**src/rtl/adpll_settle_monitor.sv**
```systemverilog
// Lock/settling monitor for the ADPLL: measures settle and relock time in reference cycles,
// flags timeout and lock loss. Define SETTLE_MON_STATS_EN to add windowed TDC min/max statistics.
module adpll_settle_monitor #(
  parameter int unsigned TDC_W      = 12,
  parameter int unsigned CNT_W      = 24,
  parameter int unsigned TIMEOUT    = 2**20,
  parameter int unsigned N_WIN_LOG2 = 4
) (
  input  logic             clk,
  input  logic             rst_n,
  input  logic             en,
  input  logic             channel_lock,
  input  logic [TDC_W-1:0] tdc_word,
  output logic [1:0]       state,
  output logic [CNT_W-1:0] settle_cycles,
  output logic             settle_valid,
  output logic             timeout,
  output logic             lock_lost,
  output logic [TDC_W-1:0] tdc_min,
  output logic [TDC_W-1:0] tdc_max,
  output logic             stats_valid
);

  typedef enum logic [1:0] {
    ST_IDLE     = 2'd0,
    ST_SETTLING = 2'd1,
    ST_LOCKED   = 2'd2,
    ST_TIMEOUT  = 2'd3
  } state_t;

  localparam logic [CNT_W-1:0] TIMEOUT_C = CNT_W'(TIMEOUT);

  state_t           state_q, state_d;
  logic [CNT_W-1:0] cnt, cnt_d;
  logic [CNT_W-1:0] settle_d;
  logic             settle_valid_d, timeout_d, lock_lost_d;
  logic             en_q, rise;

  assign rise  = en & ~en_q;
  assign state = state_q;

  always_comb begin
    state_d        = state_q;
    cnt_d          = cnt;
    settle_d       = settle_cycles;
    settle_valid_d = 1'b0;
    timeout_d      = timeout;
    lock_lost_d    = lock_lost;
    if (!en) begin
      state_d = ST_IDLE;
    end else if (rise) begin
      state_d     = ST_SETTLING;
      cnt_d       = CNT_W'(1);
      timeout_d   = 1'b0;
      lock_lost_d = 1'b0;
    end else begin
      case (state_q)
        ST_SETTLING: begin
          // lock wins over timeout when both land on the same edge
          if (channel_lock) begin
            settle_d       = cnt;
            settle_valid_d = 1'b1;
            state_d        = ST_LOCKED;
          end else if (cnt == TIMEOUT_C) begin
            timeout_d = 1'b1;
            state_d   = ST_TIMEOUT;
          end else begin
            cnt_d = cnt + CNT_W'(1);
          end
        end
        ST_LOCKED: begin
          if (!channel_lock) begin
            lock_lost_d = 1'b1;
            cnt_d       = CNT_W'(1);
            state_d     = ST_SETTLING;
          end
        end
        default: ;
      endcase
    end
  end

  always_ff @(posedge clk) begin
    if (!rst_n) begin
      state_q       <= ST_IDLE;
      cnt           <= '0;
      en_q          <= 1'b0;
      settle_cycles <= '0;
      settle_valid  <= 1'b0;
      timeout       <= 1'b0;
      lock_lost     <= 1'b0;
    end else begin
      state_q       <= state_d;
      cnt           <= cnt_d;
      en_q          <= en;
      settle_cycles <= settle_d;
      settle_valid  <= settle_valid_d;
      timeout       <= timeout_d;
      lock_lost     <= lock_lost_d;
    end
  end

`ifdef SETTLE_MON_STATS_EN
  logic                  sample;
  logic                  win_first;
  logic [N_WIN_LOG2-1:0] win_cnt;
  logic [TDC_W-1:0]      run_min, run_max, cur_min, cur_max;

  // a sample is taken only on edges that stay in LOCKED; leaving drops the partial window
  assign sample    = (state_q == ST_LOCKED) && (state_d == ST_LOCKED);
  assign win_first = (win_cnt == '0);

  always_comb begin
    cur_min = run_min;
    cur_max = run_max;
    if (win_first || (tdc_word < run_min)) cur_min = tdc_word;
    if (win_first || (tdc_word > run_max)) cur_max = tdc_word;
  end

  always_ff @(posedge clk) begin
    if (!rst_n) begin
      win_cnt     <= '0;
      run_min     <= '0;
      run_max     <= '0;
      tdc_min     <= '0;
      tdc_max     <= '0;
      stats_valid <= 1'b0;
    end else begin
      stats_valid <= 1'b0;
      if (sample) begin
        run_min <= cur_min;
        run_max <= cur_max;
        win_cnt <= win_cnt + N_WIN_LOG2'(1);
        if (win_cnt == '1) begin
          tdc_min     <= cur_min;
          tdc_max     <= cur_max;
          stats_valid <= 1'b1;
        end
      end else begin
        win_cnt <= '0;
      end
    end
  end
`else
  logic stats_unused;
  assign stats_unused = ^tdc_word;
  assign tdc_min      = '0;
  assign tdc_max      = '0;
  assign stats_valid  = 1'b0;
`endif

endmodule

```
**config.mk**
```make
export PLATFORM = sky130hd
export DESIGN_NAME = adpll_settle_monitor
export DESIGN_NICKNAME = d
export VERILOG_FILES = /design/src/rtl/adpll_settle_monitor.sv
export SDC_FILE = /design/constraint.sdc
export NUM_CORES = 1
export LEC_CHECK = 0
export ABC_AREA = 0
export ABC_CLOCK_PERIOD_IN_PS = 3300
export CAP_MARGIN = 20
export CORE_MARGIN = 2
export CORE_UTILIZATION = 54
export CTS_BUF_LIST = sky130_fd_sc_hd__clkbuf_2 sky130_fd_sc_hd__clkbuf_4 sky130_fd_sc_hd__clkbuf_8
export DETAILED_ROUTE_END_ITERATION = 8
export GPL_TIMING_DRIVEN = 0
export HOLD_SLACK_MARGIN = 0.05
export PLACE_DENSITY = 0.87
export SETUP_SLACK_MARGIN = 0.3
export SKIP_LAST_GASP = 1
export SYNTH_ARGS = -nofsm -noshare
export SYNTH_HDL_FRONTEND = slang
export SYNTH_SLANG_ARGS = --single-unit
```
**constraint.sdc**
```tcl
create_clock -name clk -period 3.3 [get_ports clk]
set_clock_uncertainty 0.15 [all_clocks]
set_input_delay 0.66 -clock clk [delete_from_list [all_inputs] [get_ports clk]]
set_output_delay 0.66 -clock clk [all_outputs]
set_load 0.03 [all_outputs]
```
* Word level (Yosys, flattened, before mapping)
Index checks and enable logic that the tools add are counted.
** Word-level totals
- Register bits :: 54
- Input port bits :: 16
- Output and inout bits :: 54
- Word-level logic and storage cells :: 57
** Cells by class
- $add $sub $neg :: 1
- Eq/ne operators :: 10
- Muxes and demuxes :: 18
- Bitwise operators :: 6
- Reduce and logical (&&, ||, !) cells :: 14
** Operators with widths (count)
- $mux W24 :: 4
- $pmux W24 S2 :: 1
- $add A24 B1 Y24 const B :: 1
- $eq A24 B21 Y1 const B :: 1
- $ne A3 B3 Y1 const B :: 4
- $mux W1 :: 9
- $reduce_and A3 Y1 :: 3
- $reduce_and A4 Y1 :: 2
- $reduce_bool A2 Y1 :: 4
- $mux W2 :: 3
- $not A1 Y1 :: 5
- $reduce_and A5 Y1 :: 1
- $ne A4 B4 Y1 const B :: 1
- $pmux W2 S2 :: 1
- $reduce_or A4 Y1 :: 1
- $reduce_bool A3 Y1 :: 1
- $reduce_or A3 Y1 :: 1
- $eq A2 B1 Y1 const B :: 1
- $eq A2 B2 Y1 const B :: 1
- $ne A2 B1 Y1 const B :: 1
- $ne A2 B2 Y1 const B :: 1
- $reduce_and A2 Y1 :: 1
- $and A1 B1 Y1 :: 1

* Longest topological paths before layout
- Depth after elaboration :: 5
- Depth in mapped cells :: 8
- Gate-level depth less buffers :: 7

* Least setup slack after synthesis
No wires, ideal clock.
- Kind :: input port to flip-flop
- From :: in en
- To :: reg cnt[14]
- Setup time :: 0.129 ns
- Arrival :: 1.732 ns
- Data required time :: 3.021 ns
- Setup slack :: 1.289 ns
- Stages :: 6
- Buffers on the path :: 1
- Path through :: a21bo_2 -> a31oi_1 -> o32ai_4 -> buf_6 -> o21ai_1 -> o31ai_1
** Between the ends
- Longest elaborated chain between the ends :: 3
- Elaborated cells on any way between the ends :: 7
- Classes of those cells :: eq/ne (3); mux (1); bitwise (1); reduce/logical (2)
** RTL lines
- start, declared :: RTL line 11 : input logic en,
- $and A1 B1 Y1 :: RTL line 39 : assign rise = en & ~en_q;
- $ne A3 B3 Y1 (no source line) or $reduce_bool A3 Y1 (tied branches)
- $reduce_and A5 Y1 (no source line)
- end signal, assigned :: RTL line 94 : cnt <= cnt_d;
- end, declared :: RTL line 34 : logic [CNT_W-1:0] cnt, cnt_d;
Several ways; a longest one is shown, not always the timed one.
A chain may end at the register's enable or synchronous reset.

* Final worst setup path
- From :: reg cnt[1]
- To :: reg cnt[20]
** Between the ends
- Longest elaborated chain between the ends :: 5
- Elaborated cells on any way between the ends :: 8
- Classes of those cells :: add/sub (1); eq/ne (2); mux (4); reduce/logical (1)
** RTL lines
- $add A24 B1 Y24 :: RTL line 68 : cnt_d = cnt + CNT_W'(1);
- $mux W24 :: RTL line 64 : end else if (cnt == TIMEOUT_C) begin
- $mux W24 :: RTL line 60 : if (channel_lock) begin
- $pmux W24 S2 :: RTL line 57 : case (state_q)
- $mux W24 :: RTL line 51 : end else if (rise) begin
Several ways; a longest one is shown, not always the timed one. The select of a mux whose other input is x is not followed.

==> run_results.csv <==
group,metric,value,unit
outcome,outcome,"finished, final reports clean",
timing,post-route-period-util,0.788,
logic_synthesis,synthCells,339,
placement,port_buffers,32,
floorplanning,rows,25,
timing,rsz0062_at_grt,"no",
routing,wirelength,6.63,mm
global_route,grt_usage,0.251,
critical_path,cp-start-kind,"flip-flop",
routing,vias,2648,
floorplanning,die_h,74.4,microns
logic_synthesis,syn_area,2670,sq um
global_route,antenna_found_initial,0,
critical_path,slowest_stage,"nor4_1",
cells_and_area,drive_gt1_frac,0.109,
critical_path,slowest_delay,0.95,ns
routing,vias_per_cell,5.63,
logic_synthesis,synth_edf_count,0,
critical_path,worst-setup-path-type,"reg -> reg",
logic_synthesis,ys_ff_latch,54,
floorplanning,ios,70,
routing,drc_errors,0,
routing,drt-pass1-iter-count,5,
timing,setup_viol,0,
global_route,grt_pass1_wl,10.8,mm
flow_run,max_cap_viol_count,0,
cells_and_area,final_area,3290,sq um
cells_and_area,layout_common_cells,"nand2_1, dfxtp_1, a21oi_1, clkdlybuf4s50_1, buf_4",
power,vdd_drop_max,194,uV
timing,finalHoldViolCount,0,
global_route,grt_max_degree,18,
power,power_leakage,0.00116,uW
global_route,grt_pass1_vias,2294,
critical_path,cp.arrival,2.65,ns
cells_and_area,multi_input_area,1380,sq um
cells_and_area,area_growth,23.0,%
cells_and_area,num_antenna_cells,0,
cts,tritoncts,"built",
timing,max_slew_margin,0.295,
routing,drt_iter0_markers,242,
critical_path,crit_required,3.35,ns
logic_synthesis,yosysSeqAreaShare,0.404,
cts,h-tree-depth,2,
critical_path,worstPathMaxFanout,6,
cts,cts_setup_buffers,0,
timing,fmax,385,MHz
cells_and_area,regArea,1080,sq um
global_route,grt_overflow,0,
logic_synthesis,avgSynthCellArea,7.88,sq um
timing,totalNegativeSetupSlack,0,ns
cells_and_area,fill_cells,422,
cells_and_area,layout_commonest_cell,"nand2_1",
cts,clk_latency,0.31,ns
power,power.density,387,nW/um^2
worst_hold_path,hold_path_class,"reg -> reg",
placement,place_hpwl,4.84,mm
logic_synthesis,synth.distinct_cells,41,
logic_synthesis,yosysWarnings,0,
routing,drtAntennaViolNets,0,
critical_path,crit_path_end_kind,"flip-flop",
cts,cts_root_buffer,"clkbuf_8",
cts,numClockSinks,54,
placement,gp_congestion,0.958,
floorplanning,die_area,5530,sq um
power,total_power,1270,uW
cts,clk_pin_slew,0.10,ns
floorplanning,start_util,0.562,
placement,placed_area,3170,sq um
cts,cts_made_buffers,5,
cts,ctsHoldBuffers,0,
logic_synthesis,synth_ff_type,"dfxtp_1",
cells_and_area,nNetsFinal,420,
floorplanning,core_region_area,4750,sq um
floorplanning,fp.dieW,74.4,microns
timing,maxSlewViolCount,0,
routing,drt-wirelength-per-cell,14.1,microns
critical_path,crit_family,"simple AND/OR/NAND/NOR gates",
critical_path,crit_chain,"ha_1 > nand3_1 > nor4_1 > a21oi_1 > o211ai_1 > o41ai_1",
logic_synthesis,async_flop_share,0,
timing,fin_crit,2.60,ns
cts,post_cts_resized,0,
timing,tightest_slew,1.05,ns
cells_and_area,fin_util,0.692,
critical_path,crit_buf_inv,0,
cts,cts_buffer_depth,2,
-- cell type report --
| cell class | count | area share |
|---|---|---|
| buffer | 44 | 0.0830 |
| timing repair buffer | 32 | 0.0974 |
| sequential | 54 | 0.329 |
| clock buffer | 6 | 0.0251 |
| clock inverter | 2 | 0.0118 |
| tap | 67 | 0.0255 |
| inverter | 9 | 0.0103 |
| multi-input combinational | 256 | 0.418 |
-- flip-flops by register name, indices dropped and copies added (netlist names) --
register and count:
en_q 1, cnt 24, state 2, lock_lost 1, timeout 1, settle_cycles 24, settle_valid 1
-- Yosys cell counts, drive strengths merged, types with 8 or more instances --
library cell   n  area share
o21ai         22       0.043
buf           30       0.082
inv            9       0.013
dfxtp         54        0.40
nand2         63       0.088
a21oi         40       0.075
nor2          15       0.021
clkbuf        14       0.020
o31ai          8       0.022
nand3         13       0.024
-- metrics by stage --
step,std cells,hold slack (ns),setup slack [ns]
floorplan,363,0.304,1.29
CTS,470,0.310,0.796
global placement,462,0.293,0.507
global route,470,0.328,0.572
detailed placement,462,0.296,0.481
finish,470,0.309,0.700
-- power by group --
group          internal, uW  switching, uW  leakage, uW  total [uW]
sequential              655           3.61     0.000436         658
combinational          44.6           92.0     0.000658         137
clock                   250            226    0.0000618         476
total                   949            322      0.00116        1270
-- final timing paths --
path / to / cells past startpoint / start / slack, ns
setup / recovery: cnt[20]$_SDFFE_PN0P_ / 6 / cnt[1]$_SDFFE_PN0P_ / 0.70
hold / removal: settle_cycles[3]$_SDFFE_PN0P_ / 2 / settle_cycles[3]$_SDFFE_PN0P_ / 0.31
setup reg to reg: cnt[20]$_SDFFE_PN0P_ / 6 / cnt[1]$_SDFFE_PN0P_ / 0.70
hold reg to reg: settle_cycles[3]$_SDFFE_PN0P_ / 2 / settle_cycles[3]$_SDFFE_PN0P_ / 0.31
-- worst min-delay path, stage by stage (launching register included) --
cell     delay, ns
dfxtp_1       0.32
nand2_1       0.05
a21oi_1       0.05
-- routing by layer --
| metal | up-vias | part of all wire | global-route usage |
|---|---|---|---|
| li1 | 1281 | - | - |
| met1 | 1207 | 0.43 | 0.326 |
| met2 | 139 | 0.49 | 0.429 |
| met3 | 21 | 0.068 | 0.0447 |
| met4 | 0 | 0.018 | 0.0734 |
| met5 | - | 0 | 0 |
-- kinds of logic after synthesis --
logic type	synth area share
and+or+nand+nor	0.233
AOI/OAI and AO/OA	0.237
DFF	0.404
buffers and inverters	0.115
adders and majority gates	0.00936
other	0.00140
No activity file was read; power rests on OpenSTA's default activity.
